## config.mk

```make
export PLATFORM = sky130hd
export DESIGN_NAME = flash_erase_seq
export DESIGN_NICKNAME = d
export VERILOG_FILES = /design/src/rtl/flash_cmd_pkg.sv /design/src/rtl/flash_xfer_wait.sv /design/src/rtl/flash_erase_seq.sv
export SDC_FILE = /design/constraint.sdc
export NUM_CORES = 1
export LEC_CHECK = 0
export BUFFER_PORTS_ARGS = -buffer_cell sky130_fd_sc_hd__buf_2
export CAP_MARGIN = 40
export CORE_UTILIZATION = 48
export CTS_CLUSTER_SIZE = 10
export DETAILED_ROUTE_END_ITERATION = 16
export GPL_TIMING_DRIVEN = 0
export HOLD_SLACK_MARGIN = 0.12
export PLACE_DENSITY_LB_ADDON = 0.05
export SETUP_SLACK_MARGIN = 0.02
export SYNTH_ARGS = -nofsm -noshare
export SYNTH_HDL_FRONTEND = slang
export SYNTH_SLANG_ARGS = --single-unit
```

## constraint.sdc

```tcl
create_clock -name sclk -period 4.1 [get_ports sclk]
set_clock_uncertainty 0.15 [all_clocks]
set_input_delay 0.615 -clock sclk [delete_from_list [all_inputs] [get_ports sclk]]
set_output_delay 0.615 -clock sclk [all_outputs]
set_load 0.05 [all_outputs]
```

## src/rtl/flash_cmd_pkg.sv

```systemverilog
// Shared flash command definitions: opcodes, transfer lengths, sequencer states.
// Latency: none (package of constants, types and a pure helper function).
// Backpressure: none.
package flash_cmd_pkg;

    localparam int unsigned SPI_DATA_W = 128;

    localparam logic [7:0] OP_WREN       = 8'h06;
    localparam logic [7:0] OP_CHIP_ERASE = 8'hC7;
    localparam logic [7:0] OP_RDSR       = 8'h05;

    localparam logic [7:0] LEN_CMD  = 8'd8;   // bare opcode
    localparam logic [7:0] LEN_RDSR = 8'd16;  // opcode + one status byte clocked back

    typedef enum logic [3:0] {
        IDLE,
        WREN_GO,
        WREN_WAIT,
        ERASE_GO,
        ERASE_WAIT,
        GAP,
        POLL_GO,
        POLL_WAIT,
        CHECK,
        FINISH
    } erase_state_t;

    // Right-align a short command so its last bit is shifted out from bit 0.
    function automatic logic [SPI_DATA_W-1:0] cmd_frame(input logic [15:0] bits);
        return {{(SPI_DATA_W-16){1'b0}}, bits};
    endfunction

endpackage

```

## src/rtl/flash_xfer_wait.sv

```systemverilog
// One SPI transfer: registered launch pulse, then wait for controller busy to rise and fall.
// Latency: spi_trig one cycle after launch; xfer_ok/xfer_timeout are same-cycle decodes of the phase.
// Backpressure: waits indefinitely for busy to fall; gives up after WIP_GUARD cycles if busy never rises.
module flash_xfer_wait #(
    parameter int unsigned WIP_GUARD = 15
) (
    input  logic sclk,
    input  logic rst_n,
    input  logic launch,
    input  logic spi_busy,
    output logic spi_trig,
    output logic xfer_ok,
    output logic xfer_timeout
);

    typedef enum logic [1:0] {PH_IDLE, PH_RISE, PH_FALL} phase_t;

    phase_t      phase_q, phase_d;
    logic        trig_q, trig_d;
    logic [15:0] guard_q, guard_d;

    // Phase tracking: arm on the trigger, look for busy rise (guarded), then for busy fall.
    always_comb begin
        trig_d       = launch;
        phase_d      = phase_q;
        guard_d      = guard_q;
        xfer_ok      = 1'b0;
        xfer_timeout = 1'b0;
        case (phase_q)
            PH_IDLE: begin
                if (trig_q) begin
                    phase_d = PH_RISE;
                    guard_d = 16'd0;
                end
            end
            PH_RISE: begin
                if (spi_busy) begin
                    phase_d = PH_FALL;
                end else if ((32'(guard_q) + 32'd1) >= WIP_GUARD) begin
                    xfer_timeout = 1'b1;
                    phase_d      = PH_IDLE;
                end else begin
                    guard_d = guard_q + 16'd1;
                end
            end
            PH_FALL: begin
                if (!spi_busy) begin
                    xfer_ok = 1'b1;
                    phase_d = PH_IDLE;
                end
            end
            default: phase_d = PH_IDLE;
        endcase
    end

    // State registers.
    always_ff @(posedge sclk or negedge rst_n) begin
        if (!rst_n) begin
            phase_q <= PH_IDLE;
            trig_q  <= 1'b0;
            guard_q <= 16'd0;
        end else begin
            phase_q <= phase_d;
            trig_q  <= trig_d;
            guard_q <= guard_d;
        end
    end

    assign spi_trig = trig_q;

endmodule

```

## src/rtl/flash_erase_seq.sv

```systemverilog
// Full chip erase sequencer: WREN, CHIP ERASE, then RDSR polling until WIP clears.
// Latency: trig one cycle after start; done/fail one cycle after the deciding CHECK or guard expiry.
// Backpressure: start accepted only in IDLE with spi_busy low; otherwise dropped.
module flash_erase_seq #(
    parameter int unsigned POLL_GAP  = 50000,
    parameter int unsigned MAX_POLLS = 4000,
    parameter int unsigned WIP_GUARD = 15
) (
    input  logic         sclk,
    input  logic         rst_n,
    input  logic         start,
    input  logic         spi_busy,
    input  logic [127:0] spi_recvdata,
    output logic         spi_trig,
    output logic [7:0]   spi_datalength,
    output logic [127:0] spi_senddata,
    output logic         busy,
    output logic         done,
    output logic         fail,
    output logic [7:0]   status
);
    import flash_cmd_pkg::*;

    erase_state_t  state_q, state_d;
    logic [7:0]    len_q, len_d;
    logic [127:0]  data_q, data_d;
    logic [7:0]    status_q, status_d;
    logic [15:0]   poll_q, poll_d;
    logic [31:0]   gap_q, gap_d;
    logic          done_q, done_d;
    logic          fail_q, fail_d;
    logic          busy_q, busy_d;

    logic          launch;
    logic          xfer_ok;
    logic          xfer_timeout;
    logic          recv_unused;

    // Only the status byte of the RDSR response is meaningful.
    assign recv_unused = ^spi_recvdata[127:8];

    // Next-state and datapath decode for the erase sequence.
    always_comb begin
        state_d  = state_q;
        len_d    = len_q;
        data_d   = data_q;
        status_d = status_q;
        poll_d   = poll_q;
        gap_d    = gap_q;
        done_d   = 1'b0;
        fail_d   = fail_q;
        case (state_q)
            IDLE: begin
                if (start && !spi_busy) begin
                    state_d = WREN_GO;
                    fail_d  = 1'b0;
                    poll_d  = 16'd0;
                    len_d   = LEN_CMD;
                    data_d  = cmd_frame({8'h00, OP_WREN});
                end
            end
            WREN_GO:  state_d = WREN_WAIT;
            WREN_WAIT: begin
                if (xfer_timeout) begin
                    state_d = FINISH;
                    fail_d  = 1'b1;
                end else if (xfer_ok) begin
                    state_d = ERASE_GO;
                    len_d   = LEN_CMD;
                    data_d  = cmd_frame({8'h00, OP_CHIP_ERASE});
                end
            end
            ERASE_GO: state_d = ERASE_WAIT;
            ERASE_WAIT: begin
                if (xfer_timeout) begin
                    state_d = FINISH;
                    fail_d  = 1'b1;
                end else if (xfer_ok) begin
                    state_d = GAP;
                    gap_d   = 32'd0;
                end
            end
            GAP: begin
                if ((gap_q + 32'd1) >= POLL_GAP) begin
                    state_d = POLL_GO;
                    len_d   = LEN_RDSR;
                    data_d  = cmd_frame({OP_RDSR, 8'h00});
                end else begin
                    gap_d = gap_q + 32'd1;
                end
            end
            POLL_GO:  state_d = POLL_WAIT;
            POLL_WAIT: begin
                if (xfer_timeout) begin
                    state_d = FINISH;
                    fail_d  = 1'b1;
                end else if (xfer_ok) begin
                    state_d  = CHECK;
                    status_d = spi_recvdata[7:0];
                    poll_d   = (poll_q == 16'hFFFF) ? poll_q : poll_q + 16'd1;
                end
            end
            CHECK: begin
                // WIP clear wins; WEL is only meaningful on the first read after CHIP ERASE.
                if (!status_q[0]) begin
                    state_d = FINISH;
                    done_d  = 1'b1;
                end else if (!status_q[1] && (poll_q == 16'd1)) begin
                    state_d = FINISH;
                    fail_d  = 1'b1;
                end else if (32'(poll_q) >= MAX_POLLS) begin
                    state_d = FINISH;
                    fail_d  = 1'b1;
                end else begin
                    state_d = GAP;
                    gap_d   = 32'd0;
                end
            end
            FINISH:   state_d = IDLE;
            default:  state_d = IDLE;
        endcase
    end

    // Launch a transfer in the same cycle the sequencer sits in a *_GO state.
    always_comb begin
        launch = (state_d == WREN_GO) || (state_d == ERASE_GO) || (state_d == POLL_GO);
        busy_d = (state_d != IDLE);
    end

    // State and output registers.
    always_ff @(posedge sclk or negedge rst_n) begin
        if (!rst_n) begin
            state_q  <= IDLE;
            len_q    <= 8'd0;
            data_q   <= 128'd0;
            status_q <= 8'd0;
            poll_q   <= 16'd0;
            gap_q    <= 32'd0;
            done_q   <= 1'b0;
            fail_q   <= 1'b0;
            busy_q   <= 1'b0;
        end else begin
            state_q  <= state_d;
            len_q    <= len_d;
            data_q   <= data_d;
            status_q <= status_d;
            poll_q   <= poll_d;
            gap_q    <= gap_d;
            done_q   <= done_d;
            fail_q   <= fail_d;
            busy_q   <= busy_d;
        end
    end

    flash_xfer_wait #(
        .WIP_GUARD (WIP_GUARD)
    ) u_xfer (
        .sclk         (sclk),
        .rst_n        (rst_n),
        .launch       (launch),
        .spi_busy     (spi_busy),
        .spi_trig     (spi_trig),
        .xfer_ok      (xfer_ok),
        .xfer_timeout (xfer_timeout)
    );

    assign spi_datalength = len_q;
    assign spi_senddata   = data_q;
    assign busy           = busy_q;
    assign done           = done_q;
    assign fail           = fail_q;
    assign status         = status_q;

endmodule

```

==> flow_metrics.tcl <==
set metrics [dict create \
    post-dp-hpwl_um 9263 \
    final_cells 1031 \
    initial_core_util_pct 49.57 \
    final.setup.worst_slack_ps 467.7 \
    place_inst 1015 \
    period_share_pct 88.59 \
    fin_nets 996 \
    grt-ovfl-total 0 \
    cp.arrival_ps 3750 \
    yosysSeqAreaShare_pct 35.99 \
    drcViolationCount 0 \
    cts_tree "done" \
    power.total_mw 3.562 \
    cts.path.max_buffers 2 \
    rrSetupSlack_ps 470 \
    cts.sinks 86 \
    cts_root_buf "clkbuf_16" \
    synth_warnings 0 \
    synth_area_leaders "dfrtp_1, buf_4, nor2b_1" \
    cp.depth 11 \
    leakage_nw 3.600 \
    antenna_found_initial 0 \
    design_area_mm2 0.007172 \
    io_buffers 32 \
    max_freq_mhz 275.3 \
    rows 40 \
    synth_top_area_share_pct 35.99 \
    drive_gt1_share_pct 24.80 \
    cts-buffers-inserted 9 \
    synthDistinctLibCells 68 \
    die_height_um 113.6 \
    hold_viol_final 0 \
    tightest_slew_ps 698.7 \
    cp_cell_sequence "ha_1 > nand4_1 > nor3_1 > clkbuf_1 > o2111ai_1 > a21oi_1 > o22ai_1 > nor4_4 > clkbuf_1 > o211ai_1 > o21ai_1" \
    holdWs_ps 92.96 \
    critPathTopFamily "simple AND/OR/NAND/NOR gates" \
    gp_congestion 0.8476 \
    dr.pass1.iters 5 \
    io_pins 280 \
    fin_crit_ps 3632 \
    pre_cts_slack_ps 370.9 \
    cts_setup_buffers 0 \
    synth_top_area_cell "dfrtp_1" \
    grt_max_degree 47 \
    num-fill-cells 1064 \
    drt_wl_total_um 12330 \
    ant_nets 0 \
    grt_first_pass_wirelength_um 20590 \
    track_usage_pct 19.84 \
    antenna_cells 0 \
    cp_max_fo 10 \
    power.density_mw_per_mm2 496.7 \
    drv_slew 0 \
    vdd_drop_max_uv 424.8 \
    rsz0062_at_grt "false" \
    utilization_pct 59.46 \
    area_growth_pct 19.94 \
    cp_slowest_cell "clkbuf_1" \
    r2r_cells 11 \
    fin_tns_setup_ps 0 \
    async_reset_ff_share_pct 100.0 \
    synth_edf_count 0 \
    cts.clk_slew.worst_paths_ps 70 \
    slowest_delay_ps 490 \
    relSlewSlack_pct 53.06 \
    vias_per_cell 4.827 \
    syn_avg_cell_area_um2 8.691 \
    cts.htree.levels 3 \
    hold_path.class "primary input to async pin" \
    synth_cells 688 \
    crit_type "register to register" \
    end_kind "register" \
    drv_cap 0 \
    setup_viol 0 \
    synth_seq_cells 86 \
    dr_total_vias 4977 \
    grt_pass1_vias 4422 \
    status "completed" \
    cp_common_cell "clkbuf_1" \
    drtIter0Drc 285 \
    placed_cell_area_mm2 0.006853 \
    die_area_mm2 0.01291 \
    die_w_um 113.6 \
    required_ps 4220 \
    crit_buf_inv 2 \
    critPathLaunchType "register" \
    synth_area_mm2 0.005979 \
    core_area_mm2 0.01206 \
    clk_latency_ps 350 \
    cts.hold.buffers_added 0 \
    synth_top_flop_cell "dfrtp_1" \
    wire_per_inst_um 11.96 \
]
## power by group
part           total, mW  switching [mW]  internal [mW]  leakage, nW
Combinational       1.57            1.08          0.486         2.29
Clock              0.861           0.374          0.487        0.153
Sequential          1.13           0.137          0.997         1.16
## cells in the final DEF, fill, tap and decap left out, drive strengths merged, types with 3 or more instances in the layout
master,instances
o22ai,6
o31ai,3
a21oi,19
nor2b,33
clkbuf,22
or4,3
xor2,11
or3,8
o21ai,32
a31oi,5
a211oi,4
nand3,29
nand4,17
a221o,3
nand2b,10
and4,6
o211ai,13
ha,6
buf,180
a31o,3
or2,4
and3,9
dfrtp,86
nand2,37
mux2i,5
nor4,14
mux2,9
o21a,5
xnor2,10
inv,29
conb,127
nor3,25
nor2,52
## path summary, 6_finish.rpt
check | startpoint | end
max | gap_q[0] | gap_q[15]
min | rst_n | gap_q[11]
max reg2reg | gap_q[0] | gap_q[15]
min reg2reg | status[7] | status[7]
max in group asynchronous | rst_n | poll_q[6]
min in group sclk | spi_recvdata[3] | status[3]
## cells in the mapped netlist, drive strengths merged, types with 3 or more instances
library cell and n:
a221o 3, nor4 14, buf 147, a31oi 5, nand2b 10, o21ai 32
a211oi 4, or4 3, inv 24, nand4 17, o21a 5, o31ai 3
dfrtp 86, or3 8, xor2 11, nand2 37, or2 4, and3 9
o211ai 13, nor3 25, ha 6, mux2i 5, nor2b 33, clkbuf 13
and4 6, nor2 52, xnor2 10, o22ai 6, a31o 3, mux2 9
a21oi 19, nand3 29
## state kept, by name (all words and copies together), names as in the netlist
name             flops
busy                 1
done                 1
fail                 1
gap_q               32
poll_q              16
spi_datalength       1
spi_senddata         3
state_q              4
status               8
u_xfer.guard_q      16
u_xfer.phase_q       2
u_xfer.spi_trig      1
## cell families after synthesis
family | count (synthesis) | synth area share [%]
adder cells (fa/ha/maj) | 6 | 1.255
flip-flops | 86 | 35.99
AO/OA/AOI/OAI | 117 | 13.29
other | 1 | 0.06271
XOR/XNOR | 21 | 3.076
multiplexers | 14 | 2.532
buffers and inverters | 184 | 20.57
AND/OR/NAND/NOR | 259 | 23.23
## what timing repair did
item,4_1_cts,5_1_grt
setup endpoints to repair,0,3
endpoints found under the hold margin,0,0
resized for setup,0,1
## layout make-up
type / instances / area (um^2) / share of cell area, %
multi-input combinational: 544 / 3079 / 42.93
sequential: 86 / 2152 / 30.01
buffer: 160 / 1140 / 15.89
clock buffer: 9 / 225.2 / 3.140
tap: 168 / 210.2 / 2.931
timing repair buffer: 33 / 190.2 / 2.652
inverter: 24 / 90.09 / 1.256
clock inverter: 7 / 85.08 / 1.186
## per-layer routing
layer	GRT usage (%)	vias up	wire, um
li1	-	2491	-
met1	26.81	2278	5913
met2	31.99	198	5478
met3	4.091	10	837
met4	6.228	0	104
met5	0	-	0
(Power assumes the default switching activity.)
